## config.mk

```make
export PLATFORM = sky130hd
export DESIGN_NAME = order_tx_scheduler
export DESIGN_NICKNAME = d
export VERILOG_FILES = /design/src/rtl/order_tx_scheduler.sv
export SDC_FILE = /design/constraint.sdc
export NUM_CORES = 1
export LEC_CHECK = 0
export BUFFER_PORTS_ARGS = -buffer_cell sky130_fd_sc_hd__buf_2
export CAP_MARGIN = 40
export CORE_ASPECT_RATIO = 2
export CORE_MARGIN = 5
export CORE_UTILIZATION = 57
export DETAILED_ROUTE_END_ITERATION = 6
export PLACE_DENSITY = 0.85
export SYNTH_ARGS = -nofsm -noshare
export SYNTH_HDL_FRONTEND = slang
export SYNTH_SLANG_ARGS = --single-unit
```

## constraint.sdc

```tcl
create_clock -name clk -period 3.15 [get_ports clk]
set_clock_uncertainty 0.1 [all_clocks]
set_input_delay 0.1575 -clock clk [delete_from_list [all_inputs] [get_ports clk]]
set_output_delay 0.1575 -clock clk [all_outputs]
set_load 0.05 [all_outputs]
```

## src/rtl/order_tx_scheduler.sv

```systemverilog
// order_tx_scheduler
//   Shares one UART transmit byte interface between trade orders (requester 0)
//   and status/acks (requester 1). Each accepted 32-bit payload is framed as
//   0xAA, payload bytes MSB first, then 0x55. The block issues one byte at a
//   time against the transmitter busy flag and then holds an idle gap before
//   the next grant.
//
//   Optional build macro ORDER_TX_CHECKSUM_EN: inserts an XOR checksum of the
//   four payload bytes ahead of the footer (7 bytes per frame instead of 6).
//
// Parameters
//   GAP_CYCLES   idle cycles after the footer byte completes, before the next grant
//   CNT_W        width of the sent-packet counter (wraps)
//
// Ports
//   clk, rst                 clock, asynchronous active-high reset
//   req0_valid/data/ready    requester 0 handshake (ready = one-cycle accept pulse)
//   req1_valid/data/ready    requester 1 handshake
//   uart_tx_busy             transmitter busy flag
//   uart_tx_en/uart_tx_data  one-cycle byte strobe and the byte to send
//   grant_id                 requester owning the current or last frame
//   sched_busy               high from accept until the gap ends
//   packets_sent             count of completed frames
module order_tx_scheduler #(
    parameter int unsigned GAP_CYCLES = 16,
    parameter int unsigned CNT_W      = 16
) (
    input  logic             clk,
    input  logic             rst,
    input  logic             req0_valid,
    input  logic [31:0]      req0_data,
    output logic             req0_ready,
    input  logic             req1_valid,
    input  logic [31:0]      req1_data,
    output logic             req1_ready,
    input  logic             uart_tx_busy,
    output logic             uart_tx_en,
    output logic [7:0]       uart_tx_data,
    output logic             grant_id,
    output logic             sched_busy,
    output logic [CNT_W-1:0] packets_sent
);

    localparam int unsigned GAP_W = (GAP_CYCLES >= 1) ? $clog2(GAP_CYCLES + 1) : 1;
    localparam int unsigned IDX_W = 3;
`ifdef ORDER_TX_CHECKSUM_EN
    localparam int unsigned LAST_IDX = 6;
`else
    localparam int unsigned LAST_IDX = 5;
`endif

    typedef enum logic [2:0] {
        ST_IDLE,
        ST_ISSUE,
        ST_WAIT_HI,
        ST_WAIT_LO,
        ST_GAP
    } state_t;

    state_t             state_q, state_d;
    logic [31:0]        shadow_q, shadow_d;
    logic [IDX_W-1:0]   byte_idx_q, byte_idx_d;
    logic [GAP_W-1:0]   gap_cnt_q, gap_cnt_d;
    logic               last_grant_q, last_grant_d;
    logic               grant_id_q, grant_id_d;
    logic               sched_busy_q, sched_busy_d;
    logic [CNT_W-1:0]   packets_sent_q, packets_sent_d;
    logic               req0_ready_q, req0_ready_d;
    logic               req1_ready_q, req1_ready_d;
    logic               tx_en_q, tx_en_d;
    logic [7:0]         tx_data_q, tx_data_d;
    logic [7:0]         tx_byte_c;
    logic               winner_c;

    // Byte to transmit for the current frame position
    always_comb begin
        tx_byte_c = 8'h00;
        case (byte_idx_q)
            IDX_W'(0): tx_byte_c = 8'hAA;
            IDX_W'(1): tx_byte_c = shadow_q[31:24];
            IDX_W'(2): tx_byte_c = shadow_q[23:16];
            IDX_W'(3): tx_byte_c = shadow_q[15:8];
            IDX_W'(4): tx_byte_c = shadow_q[7:0];
`ifdef ORDER_TX_CHECKSUM_EN
            IDX_W'(5): tx_byte_c = shadow_q[31:24] ^ shadow_q[23:16]
                                 ^ shadow_q[15:8]  ^ shadow_q[7:0];
            IDX_W'(6): tx_byte_c = 8'h55;
`else
            IDX_W'(5): tx_byte_c = 8'h55;
`endif
            default:   tx_byte_c = 8'h00;
        endcase
    end

    // State and output registers
    always_ff @(posedge clk or posedge rst) begin
        if (rst) begin
            state_q        <= ST_IDLE;
            shadow_q       <= 32'h0;
            byte_idx_q     <= '0;
            gap_cnt_q      <= '0;
            last_grant_q   <= 1'b1;
            grant_id_q     <= 1'b0;
            sched_busy_q   <= 1'b0;
            packets_sent_q <= '0;
            req0_ready_q   <= 1'b0;
            req1_ready_q   <= 1'b0;
            tx_en_q        <= 1'b0;
            tx_data_q      <= 8'h00;
        end else begin
            state_q        <= state_d;
            shadow_q       <= shadow_d;
            byte_idx_q     <= byte_idx_d;
            gap_cnt_q      <= gap_cnt_d;
            last_grant_q   <= last_grant_d;
            grant_id_q     <= grant_id_d;
            sched_busy_q   <= sched_busy_d;
            packets_sent_q <= packets_sent_d;
            req0_ready_q   <= req0_ready_d;
            req1_ready_q   <= req1_ready_d;
            tx_en_q        <= tx_en_d;
            tx_data_q      <= tx_data_d;
        end
    end

    // Next-state and next-output logic
    always_comb begin
        state_d        = state_q;
        shadow_d       = shadow_q;
        byte_idx_d     = byte_idx_q;
        gap_cnt_d      = gap_cnt_q;
        last_grant_d   = last_grant_q;
        grant_id_d     = grant_id_q;
        sched_busy_d   = sched_busy_q;
        packets_sent_d = packets_sent_q;
        req0_ready_d   = 1'b0;
        req1_ready_d   = 1'b0;
        tx_en_d        = 1'b0;
        tx_data_d      = tx_data_q;
        winner_c       = 1'b0;

        case (state_q)
            ST_IDLE: begin
                if (req0_valid || req1_valid) begin
                    // Round-robin: on contention the requester not served last wins
                    winner_c       = (req0_valid && req1_valid) ? ~last_grant_q : req1_valid;
                    req0_ready_d   = ~winner_c;
                    req1_ready_d   = winner_c;
                    shadow_d       = winner_c ? req1_data : req0_data;
                    grant_id_d     = winner_c;
                    last_grant_d   = winner_c;
                    sched_busy_d   = 1'b1;
                    byte_idx_d     = '0;
                    state_d        = ST_ISSUE;
                end
            end
            ST_ISSUE: begin
                if (!uart_tx_busy) begin
                    tx_en_d   = 1'b1;
                    tx_data_d = tx_byte_c;
                    state_d   = ST_WAIT_HI;
                end
            end
            ST_WAIT_HI: begin
                if (uart_tx_busy) begin
                    state_d = ST_WAIT_LO;
                end
            end
            ST_WAIT_LO: begin
                if (!uart_tx_busy) begin
                    if (byte_idx_q == IDX_W'(LAST_IDX)) begin
                        packets_sent_d = packets_sent_q + CNT_W'(1);
                        gap_cnt_d      = GAP_W'(GAP_CYCLES);
                        state_d        = ST_GAP;
                    end else begin
                        byte_idx_d = byte_idx_q + IDX_W'(1);
                        state_d    = ST_ISSUE;
                    end
                end
            end
            ST_GAP: begin
                // Counter reaching zero ends the gap, so GAP lasts GAP_CYCLES+1 cycles
                if (gap_cnt_q == GAP_W'(0)) begin
                    sched_busy_d = 1'b0;
                    state_d      = ST_IDLE;
                end else begin
                    gap_cnt_d = gap_cnt_q - GAP_W'(1);
                end
            end
            default: state_d = ST_IDLE;
        endcase
    end

    assign req0_ready   = req0_ready_q;
    assign req1_ready   = req1_ready_q;
    assign uart_tx_en   = tx_en_q;
    assign uart_tx_data = tx_data_q;
    assign grant_id     = grant_id_q;
    assign sched_busy   = sched_busy_q;
    assign packets_sent = packets_sent_q;

endmodule
```

==> results of run 1 <==
## registers in the layout, summed over array words and instances, names as in the netlist
name / cells
shadow_q: 32
state_q: 3
gap_cnt_q: 5
packets_sent: 16
uart_tx_en: 1
last_grant_q: 1
sched_busy: 1
grant_id: 1
req0_ready: 1
req1_ready: 1
byte_idx_q: 3
uart_tx_data: 8
## what timing repair did
action / in CTS / in global routing
hold buffers: 12 / 0
gates resized for setup: 0 / 0
endpoints found under the hold margin: 24 / 0
## area by class of cell
cell class / instances / share of cell area, %
inverter: 11 / 0.879
sequential: 73 / 38.9
clock inverter: 6 / 1.92
clock buffer: 10 / 5.09
timing repair buffer: 115 / 14.3
multi-input combinational: 250 / 36.6
tap: 86 / 2.29
## routing by layer
metal,vias to the layer above,wire length (um),global-route usage (%)
met5,-,0,0
met4,0,418,13.9
met3,29,393,5.42
met2,94,5140,45.3
met1,1450,3110,24.0
li1,1461,-,-
## cells in the mapped netlist, drive strengths merged, types with 2 or more instances
| cell | number | share of area [%] |
|---|---|---|
| dfrtp | 72 | 49 |
| nand2 | 58 | 6.1 |
| o21ai | 44 | 6.3 |
| mux2i | 33 | 8.9 |
| nor2 | 18 | 1.8 |
| buf | 13 | 2.6 |
| xnor2 | 12 | 2.8 |
| inv | 10 | 1.0 |
| nand3 | 8 | 1.1 |
| clkbuf | 7 | 0.71 |
| ha | 7 | 2.4 |
| a31oi | 6 | 1.0 |
| nand4 | 5 | 1.0 |
| nor3 | 5 | 0.81 |
| xor2 | 5 | 1.2 |
| a22oi | 4 | 0.81 |
| a41oi | 3 | 0.71 |
| and2 | 3 | 0.51 |
| and3 | 3 | 0.51 |
| nor2b | 3 | 0.51 |
| nor4 | 3 | 1.3 |
| o22ai | 3 | 0.51 |
| a21o | 2 | 0.41 |
| a221oi | 2 | 0.47 |
| a2bb2oi | 2 | 0.47 |
| a31o | 2 | 0.47 |
| a32oi | 2 | 0.47 |
| and4 | 2 | 0.47 |
## cells by family (layout without fill, tap and decap cells)
group                      count (synthesis)  count (layout)
and+or+nand+nor                          116             116
AOI/OAI and AO/OA                         77              77
DFF                                       73              73
muxes                                     33              33
buffers and inverters                     31             142
xor gates and xnor gates                  17              17
adders and majority gates                  7               7
## worst reg2reg max path, stage by stage (launching register included)
cell and delay [ns]:
dfstp_2 0.39, a21boi_4 0.66, buf_4 0.35, mux2i_1 0.19
dlygate4sd3_1 0.56, o21ai_1 0.05
## power by group through the flow
stage               combinational (mW)  clock [mW]  sequential, mW
finish                            1.36        1.11            1.56
global route                      1.50        1.17            1.60
CTS                               1.36        1.13            1.56
detailed placement                1.33           0            1.56
global placement                  1.27           0            1.55
floorplan                        0.858           0            1.67
## worst min-delay path by stage
stage | start | end | slack, ns | cells past startpoint
CTS | req1_data[29] | shadow_q[29] | 0.001 | 3
finish | req1_data[4] | shadow_q[4] | 0.007 | 3
detailed placement | rst | packets_sent[15] | 0.10 | 3
global placement | req0_valid | last_grant_q | 0.33 | 2
global route | req0_data[14] | shadow_q[14] | 0.01 | 3
floorplan | req0_valid | last_grant_q | 0.13 | 1
==> metrics.md, run 1 <==
| Metric | Value |
|---|---|
| Ratio of cells with drive above 1 in the final layout | `29.9%` |
| Die X | `66.9 um` |
| Clk pwr share | `27.4%` |
| Initial antenna violation count | `0` |
| Layout Utilization | `74.4%` |
| Internal Pwr Total | `2.49 mW` |
| Worst Path Required | `3.26 ns` |
| HP Class | `input pin to flip-flop` |
| Core Footprint | `6310 um2` |
| Gpl congestion | `0.862` |
| Die ar. | `8280 um2` |
| Min Hold Slack | `0.00686 ns` |
| R2r startpoint | `last_grant_q` |
| Count of cell types in the netlist | `53` |
| Xor/xnor share of the synthesized area | `4.03%` |
| Pwr Density | `858 nW/um2` |
| Worst setup SP type | `input pin` |
| Max-slew violations | `0` |
| Detailed Route Iter0 Violations | `101` |
| Largest family of logic cells by synthesized area | `simple AND/OR/NAND/NOR gates` |
| Gate power share | `33.7%` |
| Setup crit start | `req0_valid` |
| # H-tree levels | `3` |
| Vias in the first global route | `3248` |
| Final WS setup | `0.577 ns` |
| Inst Count DP | `523` |
| Critical path class | `input pin to flip-flop` |
| Period utilisation layout | `81.7%` |
| Area occupied by multi-input gates | `1720 um2` |
| Routed length per instance | `16.5 um` |
| Starting Density | `58.5%` |
| Slowest stage delay, CP | `0.67 ns` |
| Design area | `4700 um2` |
| Switching Share | `38.3%` |
| Multiplexer share of the synthesized area | `8.95%` |
| Ys flop type | `dfrtp_1` |
| Total power | `4.03 mW` |
| R2R setup slack | `0.72 ns` |
| TritonCTS clock tree | `done` |
| Crit-path cells | `dlygate4sd3_1, buf_2, a21boi_4, buf_4, mux2i_1, dlygate4sd3_1, o21ai_1` |
| Die H | `124 um` |
| Total setup buffers inserted after CTS | `0` |
| Delay-heaviest family, CP | `buffers and inverters` |
| Vias per cell | `5.51` |
| Clk sink count | `73` |
| # setup viols final | `0` |
| Worst setup EP type | `flip-flop` |
| CP max stage cell | `a21boi_4` |
| Result of the run | `completed` |
| Ant. Diodes | `0` |
| CTS max path bufs | `2` |
| Synthesized flop and latch total | `73` |
| Final wirelength | `9070 um` |
| First-pass iteration count of the detailed router | `4` |
| Max Fclk | `389 MHz` |
| Post-Syn Area | `3690 um2` |
| # DRC | `0` |
| Switching Power | `1.54 mW` |
| Largest net degree at the start of global routing | `67` |
| LEAKAGE | `2.31 nW` |
| I/O Pins | `98` |
| Commonest non-fill, non-tap cell in the layout | `buf_2` |
| Post-route ant nets | `0` |
| WP buf/inv | `4` |
| Worst slew pin tran | `0.831 ns` |
| Reg power frac | `38.8%` |
| # Max-Cap Violations | `0` |
| Minimum clock period | `2.57 ns` |
| Hold Fails Final Rpt | `0` |
| Crit path depth | `7` |
| Setup TNS | `0 ns` |
| Dpl hpwl | `6630 um` |
| Non-Filler Instances | `551` |
| Register area | `1830 um2` |
| Nets | `536` |
| Simple-Gate Fraction of Synth Area | `17.6%` |
| Worst r2r path cells | `5` |
| Commonest cells after routing, fill and taps aside | `buf_2 (97), dfrtp_1 (72), nand2_1 (57)` |
| Cell Area, Placed | `4250 um2` |
| Crit path max fanout | `21` |
| CP Capture Point | `shadow_q[15]` |
| Syn_nets | `430` |
| Synthesis-to-finish area growth | `27.2%` |
| IO Port Bufs | `97` |
| Filler cells | `457` |
| Rows | `41` |
| Number of synthesized flops with an enable pin | `0` |
| Clock Latency Late Sink | `0.34 ns` |
| Mean Syn Cell Area | `10.4 um2` |
| First-pass GRT wire length | `14900 um` |
| Grt total ovfl | `0` |
| Yosys warning count | `0` |
| GRT Util Overall | `24.4%` |
| Compound-Gate Fraction of Synth Area | `13.1%` |
| RSZ-0062 raised after global routing | `no` |
| Worst r2r dst | `shadow_q[15]` |
| Total number of vias | `3034` |
| Arrival time worst endpoint | `2.68 ns` |
| Register area share after synthesis | `49.5%` |
| CTS root buf | `clkbuf_16` |
| Fraction of registers with async set/reset | `100%` |
| Relative max-transition margin | `44.5%` |
| VDD IR max | `754 uV` |
| CTS buffer count | `9` |
| Worst-path clk slew | `0.06 ns` |
| Post-synthesis adder-cell area fraction | `2.37%` |
| Post-Synthesis Cells | `354` |
| DP Worst Slack | `0.898 ns` |
| Most used cell, CP | `dlygate4sd3_1` |
Note: power is estimated with default switching activity, not from simulation.
==> inputs of run 2 (changes only) <==
ABC_AREA = 1   (was not set)
CORE_UTILIZATION = 53   (was 57)
PLACE_DENSITY = 0.8   (was 0.85)
clock period = 2.58 ns   (was 3.15 ns; I/O delays follow)
==> run 2 against run 1 <==
  * Power is 29% higher
  * Core utilization is 1.6 points higher
  * Global-route usage is 3.9 points higher
  * Combinational power is 44% higher
  * Critical path depth stayed put
  * Critical endpoint is now shadow_q[17]
  * Count of clock-buffer cells in the layout is 1 higher
  * Sequential power is 13% higher
  * Critical path type is now flip-flop to flip-flop
  * Routed wire length is 29% higher
  * Hold slack better by 0.0031 ns
  * Via count is 28% higher
  * Design area is 8.0% higher
  * Largest cell class unchanged
  * Area after synthesis is 1.3% lower
==> metrics.md, run 2 <==
| Metric | Value |
|---|---|
| Setup TNS | `0 ns (unchanged)` |
| Met2 routed WL | `6390 um (+24%)` |
| Total power | `5.18 mW (+29%)` |
| Register area share after synthesis | `50.2% (+0.66 points)` |
| Critical path class | `flip-flop to flip-flop` |
| Compound-Gate Fraction of Synth Area | `13.0% (-0.17 points)` |
| Fraction of registers with async set/reset | `100% (unchanged)` |
| Max FFs per register | `32 (unchanged)` |
| Synthesized flop and latch total | `73 (unchanged)` |
| Core Footprint | `6670 um2 (+5.8%)` |
| Worst setup EP type | `flip-flop` |
| Internal Pwr Total | `3.23 mW (+30%)` |
| Vias per cell | `5.51 (+0.14%)` |
| Total number of vias | `3882 (+28%)` |
| Clock Latency Late Sink | `0.34 ns (about the same)` |
| Ratio of cells with drive above 1 in the final layout | `21.4% (-8.5 points)` |
| Max-slew violations | `0 (unchanged)` |
| RSZ-0062 raised after global routing | `no` |
| Slowest stage delay, CP | `0.57 ns (-0.10 ns)` |
| Layout Utilization | `76.0% (+1.6 points)` |
| CP max stage cell | `dlygate4sd3_1` |
| CTS max path bufs | `2 (unchanged)` |
| Non-Filler Instances | `704 (+28%)` |
| Top cells by area, synth | `dfrtp_1 (49%), nand2_1 (13%), o21ai_0 (8.1%), nor2_1 (5.0%), inv_1 (4.8%)` |
| Detailed Route Iter0 Violations | `283 (+180%)` |
| HP Class | `input pin to flip-flop` |
| Min Hold Slack | `0.00995 ns (+0.00308 ns)` |
| Grt total ovfl | `0 (unchanged)` |
| IO Port Bufs | `97 (unchanged)` |
| Post-synthesis adder-cell area fraction | `2.40% (+0.032 points)` |
| Pwr Density | `1020 nW/um2 (+19%)` |
| Count of cell types in the netlist | `26 (-51%)` |
| Routed length per instance | `16.6 um (+0.65%)` |
| Largest family of logic cells by synthesized area | `simple AND/OR/NAND/NOR gates` |
| Post-Synthesis Cells | `460 (+30%)` |
| Worst Path Required | `2.70 ns (-0.56 ns)` |
| Multiplexer share of the synthesized area | `0% (-8.9 points)` |
| Vias in the first global route | `4119 (+27%)` |
| Post-synth top area cell | `dfrtp_1` |
| Period utilisation layout | `93.1%` |
| Synth cell count leaders | `nand2_1 (128), dfrtp_1 (72), o21ai_0 (59)` |
| Xor/xnor share of the synthesized area | `2.40% (-1.6 points)` |
| LEAKAGE | `2.63 nW (+14%)` |
| Dpl hpwl | `7100 um (+7.1%)` |
| Worst-path clk slew | `0.06 ns (about the same)` |
| Met3 WL | `718 um (+83%)` |
| Max Fclk | `416 MHz` |
| Inst Count DP | `638 (+22%)` |
| I/O Pins | `98 (unchanged)` |
| Top Metal Used | `met4` |
| Commonest non-fill, non-tap cell in the layout | `nand2_1` |
| Arrival time worst endpoint | `2.52 ns (-0.16 ns)` |
| Switching Power | `1.96 mW (+27%)` |
| Minimum clock period | `2.40 ns` |
| Count leader, synth | `nand2_1` |
| Top cell type's share of synthesized area | `49.5% (+0.65 points)` |
| CTS buffer count | `9 (unchanged)` |
| Clk pwr share | `28.1% (+0.7 points)` |
| Simple-Gate Fraction of Synth Area | `25.5% (+8.0 points)` |
| Final wirelength | `11700 um (+29%)` |
| Clk sink count | `73 (unchanged)` |
| Ant. Diodes | `0 (unchanged)` |
| # DRC | `0 (unchanged)` |
| Commonest cells after routing, fill and taps aside | `nand2_1 (128), buf_2 (97), dfrtp_1 (72)` |
| TritonCTS clock tree | `done` |
| Starting Density | `54.6% (-3.9 points)` |
| Gpl congestion | `0.867 (+0.64%)` |
| Nets | `687 (+28%)` |
| Hold Fails Final Rpt | `0 (unchanged)` |
| Register bank with the most flops | `shadow_q` |
| Result of the run | `completed` |
| GRT Util Overall | `28.4% (+3.9 points)` |
| Relative max-transition margin | `41.0% (-3.5 points)` |
| Crit-path cells | `nor2_1, nand2_2, nor2_4, inv_2, nand2_1, o21ai_0, dlygate4sd3_1` |
| Reg power frac | `34.1% (-4.7 points)` |
| First-pass GRT wire length | `18400 um (+23%)` |
| Worst setup SP type | `flip-flop` |
| Yosys warning count | `0 (unchanged)` |
| Die X | `68.6 um (+2.6%)` |
| Gate power share | `37.8% (+4.1 points)` |
| Mean Syn Cell Area | `7.92 um2 (-24%)` |
| # H-tree levels | `3 (unchanged)` |
| Post-Syn Area | `3640 um2 (-1.3%)` |
| # Max-Cap Violations | `0 (unchanged)` |
| Syn_nets | `536 (+25%)` |
| Die ar. | `8730 um2 (+5.4%)` |
| Synthesis-to-finish area growth | `39.3%` |
| Number of synthesized flops with an enable pin | `0 (unchanged)` |
| DRT met1 WL | `3660 um (+17%)` |
| VDD IR max | `691 uV (-8.3%)` |
| Crit path max fanout | `27 (+29%)` |
| Switching Share | `37.7% (-0.56 points)` |
| Largest net degree at the start of global routing | `38 (-43%)` |
| Initial antenna violation count | `0 (unchanged)` |
| Rows | `42 (+2.4%)` |
| Worst slew pin tran | `0.884 ns (+0.0532 ns)` |
| Die H | `127 um (+2.8%)` |
| First-pass iteration count of the detailed router | `6 (+2)` |
| CTS root buf | `clkbuf_16` |
| # setup viols final | `0 (unchanged)` |
| Post-route ant nets | `0 (unchanged)` |
| Ys flop type | `dfrtp_1` |
## run 2: changes by cell type in the layout (fill, tap and decap cells not counted), sizes merged, moves of 7 or more
cell | before | now
dlygate4sd3 | 12 | 47
inv | 11 | 48
mux2i | 33 | 0
nand2 | 58 | 131
nand3 | 8 | 19
nor2 | 18 | 54
o21ai | 44 | 75
o22ai | 3 | 10
xnor2 | 12 | 4
## run 2: timing repair
| action | in CTS | in global routing |
|---|---|---|
| setup endpoints to repair | 0 | 7 |
| hold endpoints to repair | 91 | 0 |
| buffers inserted | 0 | 3 |
| hold buffers | 47 | 0 |
| resized for setup | 0 | 1 |
## run 2: cells by family after synthesis
logic type,after synthesis
fa+ha+maj,7
buf+inv,60
flops,73
xor+xnor,10
simple gates,220
compound gates,90
## run 2: power groups by stage
stage          Sequential (mW)  Clock (mW)  Combinational, mW
3_3_place_gp              1.75           0               1.51
6_report                  1.77        1.46               1.96
5_1_grt                   1.79        1.51               2.15
2_1_floorplan             1.99           0              0.894
3_5_place_dp              1.75           0               1.56
4_1_cts                   1.74        1.45               1.84
## run 2: layout make-up
cell class,instances,area (um2)
multi-input cells,327,1580
clock inverters,5,103
flip-flops and latches,73,1830
well taps,88,110
fillers,470,1600
inverters,48,180
clock buffers,11,243
repair buffers,152,1030
## run 2: per-stage QoR
stage                     area, um2  worst slack [ns]
after floorplan                3640             0.499
after global placement         4230             0.829
after detailed placement       4230             0.712
after CTS                      5050             0.192
after global routing           5070            0.0299
final                          5070             0.177
## run 2: worst max-delay path, delay by kind of cell (launching register included)
kind,cells,cell delay [ns]
buffers and inverters,2,0.83
AOI/OAI and AO/OA,1,0.10
DFF,1,0.44
and+or+nand+nor,4,0.80
## run 2: metal layers
layer	track usage, %	up-vias
met5	0	-
met4	19.9	0
met3	7.12	86
met2	50.4	202
met1	26.5	1801
li1	-	1793
## run 2: path summary, 6_finish.rpt
path | startpoint | end | slack [ns] | cells past startpoint
max in group asynchronous | rst | shadow_q[4] | 1.56 | 4
min reg2reg | last_grant_q | last_grant_q | 0.36 | 2
max reg2reg | state_q[0] | shadow_q[17] | 0.18 | 7
min in group asynchronous | rst | uart_tx_data[6] | 0.19 | 3
min | req0_data[26] | shadow_q[26] | 0.01 | 3
max | state_q[0] | shadow_q[17] | 0.18 | 7
